File: config.mk
export PLATFORM = sky130hd
export DESIGN_NAME = epmp_mem_seq
export DESIGN_NICKNAME = d
export VERILOG_FILES = /design/src/rtl/epmp_mem_seq.sv
export SDC_FILE = /design/constraint.sdc
export NUM_CORES = 1
export LEC_CHECK = 0
export CAP_MARGIN = 20
export CORE_MARGIN = 2
export CORE_UTILIZATION = 47
export DETAILED_ROUTE_END_ITERATION = 8
export GPL_ROUTABILITY_DRIVEN = 0
export PLACE_DENSITY = 0.86
export SLEW_MARGIN = 20
export SYNTH_ARGS = -nofsm -noshare
export SYNTH_HDL_FRONTEND = slang
export SYNTH_SLANG_ARGS = --single-unit
File: constraint.sdc
create_clock -name clk -period 2.66 [get_ports clk]
set_input_delay 0.532 -clock clk [delete_from_list [all_inputs] [get_ports clk]]
set_output_delay 0.532 -clock clk [all_outputs]
set_load 0.02 [all_outputs]
File: src/rtl/epmp_mem_seq.sv
// epmp_mem_seq: arbitrates a fetch unit and a data unit onto one memory port.
// Each access goes through IDLE -> LOAD -> ACCESS -> DONE.
// In LOAD the winner's address is driven to the MAR buses (IBH/IBL) and loaded.
// In ACCESS the block strobes mem_rd or mem_wr until mem_rdy or a timeout.
// In DONE it pulses done to the owner, with err set if the access timed out.
// Ports:
//   clk, rst_n              clock, async active-low reset
//   if_req/if_addr          fetch requester (always a read)
//   du_req/du_we/du_addr/du_wdata  data requester
//   if_gnt/du_gnt           grant pulse (LOAD)
//   if_done/du_done/err     completion pulse (DONE), err = timeout
//   rdata                   last successful read data
//   IBL/IBH/MAR_Load        MAR address buses and load strobe
//   mem_rd/mem_wr/mem_wdata/mem_rdata/mem_rdy  memory handshake
module epmp_mem_seq #(
   parameter int TIMEOUT = 15
) (
   input  logic        clk,
   input  logic        rst_n,
   input  logic        if_req,
   input  logic [15:0] if_addr,
   input  logic        du_req,
   input  logic        du_we,
   input  logic [15:0] du_addr,
   input  logic [7:0]  du_wdata,
   output logic        if_gnt,
   output logic        du_gnt,
   output logic        if_done,
   output logic        du_done,
   output logic        err,
   output logic [7:0]  rdata,
   output logic [7:0]  IBL,
   output logic [7:0]  IBH,
   output logic        MAR_Load,
   output logic        mem_rd,
   output logic        mem_wr,
   output logic [7:0]  mem_wdata,
   input  logic [7:0]  mem_rdata,
   input  logic        mem_rdy
);

   typedef enum logic [1:0] {S_IDLE, S_LOAD, S_ACCESS, S_DONE} state_t;

   // Value of the wait counter on the last ACCESS cycle allowed.
   localparam logic [7:0] CNT_LAST = 8'(TIMEOUT - 1);

   state_t      state_q, state_d;
   logic [15:0] addr_q, addr_d;
   logic        we_q, we_d;
   logic [7:0]  wdata_q, wdata_d;
   // Last grant doubles as the owner of the current access (1 = data unit).
   logic        own_du_q, own_du_d;
   logic [7:0]  cnt_q, cnt_d;
   logic        err_q, err_d;
   logic [7:0]  rdata_q, rdata_d;
   logic        pick_du;

   always_ff @(posedge clk or negedge rst_n) begin
      if (!rst_n) begin
         state_q  <= S_IDLE;
         addr_q   <= '0;
         we_q     <= 1'b0;
         wdata_q  <= '0;
         own_du_q <= 1'b1;   // fetch unit wins the first tie
         cnt_q    <= '0;
         err_q    <= 1'b0;
         rdata_q  <= '0;
      end else begin
         state_q  <= state_d;
         addr_q   <= addr_d;
         we_q     <= we_d;
         wdata_q  <= wdata_d;
         own_du_q <= own_du_d;
         cnt_q    <= cnt_d;
         err_q    <= err_d;
         rdata_q  <= rdata_d;
      end
   end

   always_comb begin
      state_d  = state_q;
      addr_d   = addr_q;
      we_d     = we_q;
      wdata_d  = wdata_q;
      own_du_d = own_du_q;
      cnt_d    = cnt_q;
      err_d    = err_q;
      rdata_d  = rdata_q;
      // Data unit wins alone, or on a tie when the fetch unit was granted last.
      pick_du  = du_req & (~if_req | ~own_du_q);
      unique case (state_q)
         S_IDLE: begin
            if (if_req || du_req) begin
               state_d  = S_LOAD;
               own_du_d = pick_du;
               addr_d   = pick_du ? du_addr : if_addr;
               we_d     = pick_du & du_we;
               wdata_d  = pick_du ? du_wdata : 8'h00;
            end
         end
         S_LOAD: begin
            state_d = S_ACCESS;
            cnt_d   = '0;
            err_d   = 1'b0;
         end
         S_ACCESS: begin
            cnt_d = cnt_q + 8'd1;
            // mem_rdy wins over a timeout landing on the same edge.
            if (mem_rdy) begin
               state_d = S_DONE;
               err_d   = 1'b0;
               if (!we_q) rdata_d = mem_rdata;
            end else if (cnt_q == CNT_LAST) begin
               state_d = S_DONE;
               err_d   = 1'b1;
            end
         end
         S_DONE: state_d = S_IDLE;
         default: state_d = S_IDLE;
      endcase
   end

   // Outputs are decoded from state and registered data only.
   assign MAR_Load  = (state_q == S_LOAD);
   assign IBH       = MAR_Load ? addr_q[15:8] : 8'h00;
   assign IBL       = MAR_Load ? addr_q[7:0]  : 8'h00;
   assign if_gnt    = MAR_Load & ~own_du_q;
   assign du_gnt    = MAR_Load & own_du_q;
   assign mem_rd    = (state_q == S_ACCESS) & ~we_q;
   assign mem_wr    = (state_q == S_ACCESS) & we_q;
   assign mem_wdata = mem_wr ? wdata_q : 8'h00;
   assign if_done   = (state_q == S_DONE) & ~own_du_q;
   assign du_done   = (state_q == S_DONE) & own_du_q;
   assign err       = (state_q == S_DONE) & err_q;
   assign rdata     = rdata_q;

endmodule

==> results.yml <==
timing:
  period_share_pct: 96.9
  fin_crit_ns: 2.58
  setup-violations-final: 0
  finalClockSkew_ns: 0.00586
  rsz0062_at_grt: "yes"
  worst_slew_pin_slew_ns: 0.552
  max_freq_mhz: 388
  final_max_slew_viol_count: 0
  max_slew_margin_pct: 63.2
  hold_viol: 0
  fin_hold_ws_ns: 0.327
  finalSetupTns_ns: 0
global_routing:
  grt_pass1_wl_um: 9130
  grt-ovfl-total: 0
  grt_antenna_before_repair: 0
  grt_pass1_vias: 2080
  grt_max_degree: 46
  grt_util_all_layers_pct: 21.7
layout:
  fillers: 350
  diodes: 0
  fin_nets: 376
  drive_above_1_share_pct: 10.1
  fin_cells: 383
  finish.utilization_pct: 72.0
  areaGrowthSynthToFinish_pct: 46.5
pwr:
  leakagePower_uw: 0.00152
  p_per_area_nw_per_um2: 941
  irDropWorstVdd_uv: 661
synthesis:
  synth_common_cells: "dfrtp_1 (44), nand2_1 (24), and2_1 (21), mux2i_1 (19), o21ai_0 (19)"
  synthTopCellsByArea: "dfrtp_1 (47%), mux2i_1 (8.1%), and2_1 (5.6%)"
  synthesis.instances: 222
  synth-seq-cells: 45
  ys_types: 43
  synth_top_area_share_pct: 47.1
  synth_flop_cell: "dfrtp_1"
  synth.most_common_cell: "dfrtp_1"
  synth_edf_count: 0
  async_flop_share_pct: 100
  yosysWarnings: 0
  ys_seq_area_share_pct: 48.2
  syn-num-nets: 283
  syn-cell-area_sq_um: 2340
  synth.avg_cell_area_sq_um: 10.5
  synth_top_area_cell: "dfrtp_1"
detailed_routing:
  drt_iter0_drc: 147
  drc: 0
  first_pass_iters: 4
  via_count: 1974
  viasPerCell: 5.15
  routed_wl_um: 5700
  wl_per_cell_um: 14.9
  drtAntennaViolNets: 0
floorplanning:
  die_h_um: 74.5
  fp-row-count: 25
  pin_count: 94
  core_sq_um: 4750
  die-area_sq_um: 5550
  start_util_pct: 49.2
  fp.dieW_um: 74.5
clocking:
  clkSlewWorstSetupHoldPaths_ns: 0.08
  clkLatencyLatePin_ns: 0.29
  cts.sinks: 45
  cts_tree: "built"
  cts_max_level: 2
  postCtsSetupBuffers: 0
  ctsHoldBuffers: 0
  cts_root_buffer: "clkbuf_8"
  clk_path_buf_depth: 2
  cts-buffers-inserted: 5
critical_path:
  worstPathArrival_ns: 2.05
  required_ns: 2.13
  cp-end-kind: "output pin"
  path_class: "reg -> out"
  startpoint_type: "register"
  worstRegToRegCells: 5
  cp_max_fo: 15
status:
  status: "complete, no violations"
worst_hold_path:
  hp-class: "in -> async"
placed_design:
  hpwl_um: 4260
  port_buffers: 93
  dp_cells: 375
run:
  maxCapViolations: 0
==> logic make-up (layout without fill, tap and decap cells) <==
group                    count (synthesis)  count (layout)  share of synthesized area, %
AO/OA/AOI/OAI                           43              43                          12.3
adder cells (fa/ha/maj)                  7               7                          3.75
buffers and inverters                   19             113                          4.12
flip-flops                              45              45                          48.2
multiplexers                            27              27                          12.0
AND/OR/NAND/NOR                         81              81                          19.6
==> path summary, 6_finish.rpt <==
path / slack [ns] / startpoint / to
worst max-delay path: 0.08 / state_q[0]$_DFFE_PN0P_ / mem_rd
worst min-delay path: 0.33 / rst_n / cnt_q[1]$_DFFE_PN0P_
worst max register to register: 0.69 / state_q[0]$_DFFE_PN0P_ / cnt_q[5]$_DFFE_PN0P_
worst min register to register: 0.48 / addr_q[6]$_DFFE_PN0P_ / addr_q[6]$_DFFE_PN0P_
max in group asynchronous: 1.96 / rst_n / own_du_q$_DFFE_PN1P_
min in group clk: 0.48 / addr_q[6]$_DFFE_PN0P_ / addr_q[6]$_DFFE_PN0P_
==> worst max-delay path, stage by stage (launching register included) <==
cell,delay [ns]
dfrtp_1,0.43
inv_1,0.14
ha_2,0.36
and2b_1,0.21
clkdlybuf4s50_1,0.61
==> per-stage QoR <==
stage               instance area (sq um)  power, uW  setup WS [ns]
floorplan                            2340       2100          0.776
finish                               3420       3220         0.0815
detailed placement                   3320       2770          0.258
global placement                     3320       2700          0.301
global route                         3420       3450        -0.0260
CTS                                  3420       3250         0.0644
==> layer usage <==
metal  up-vias  part of all wire (%)  GRT usage (%)
li1        964                     -              -
met1       951                    40           25.0
met2        51                    53           39.1
met3         8                   3.9           4.07
met4         0                   2.2           9.33
met5         -                     0              0
==> cell usage in the layout (no fill, tap or decap), types with 7 or more instances in the layout <==
cell type,count
clkdlybuf4s50_1,92
dfrtp_1,44
nand2_1,24
and2_1,21
mux2i_1,19
o21ai_0,19
a22o_1,9
and3_1,8
mux2_2,8
inv_1,7
clkbuf_8,7
==> final cells by class <==
cell class / count / area, sq um / share of cell area, %
Tap cell: 67 / 83.8 / 2.45
Clock inverter: 1 / 5.00 / 0.146
Sequential cell: 45 / 1130 / 32.9
Inverter: 7 / 26.3 / 0.767
Clock buffer: 7 / 96.3 / 2.81
Multi-Input combinational cell: 158 / 1120 / 32.8
Timing Repair Buffer: 98 / 963 / 28.1
==> report_power, final <==
| part | switching (uW) | internal, uW | leakage (uW) |
|---|---|---|---|
| combinational | 837 | 795 | 0.000899 |
| clock | 223 | 235 | 0.0000542 |
| sequential | 175 | 957 | 0.000570 |
| total | 1240 | 1990 | 0.00152 |
==> state kept, by name, indices dropped and copies added, names as in the netlist <==
signal	cells
addr_q	16
cnt_q	8
rdata	8
wdata_q	8
state_q	2
err_q	1
own_du_q	1
we_q	1
==> timing repair <==
item | in CTS | in global routing
gates resized for setup | 2 | 0
endpoints found under the setup margin | 28 | 17
cloned | 0 | 0
(Power assumes the default switching activity.)
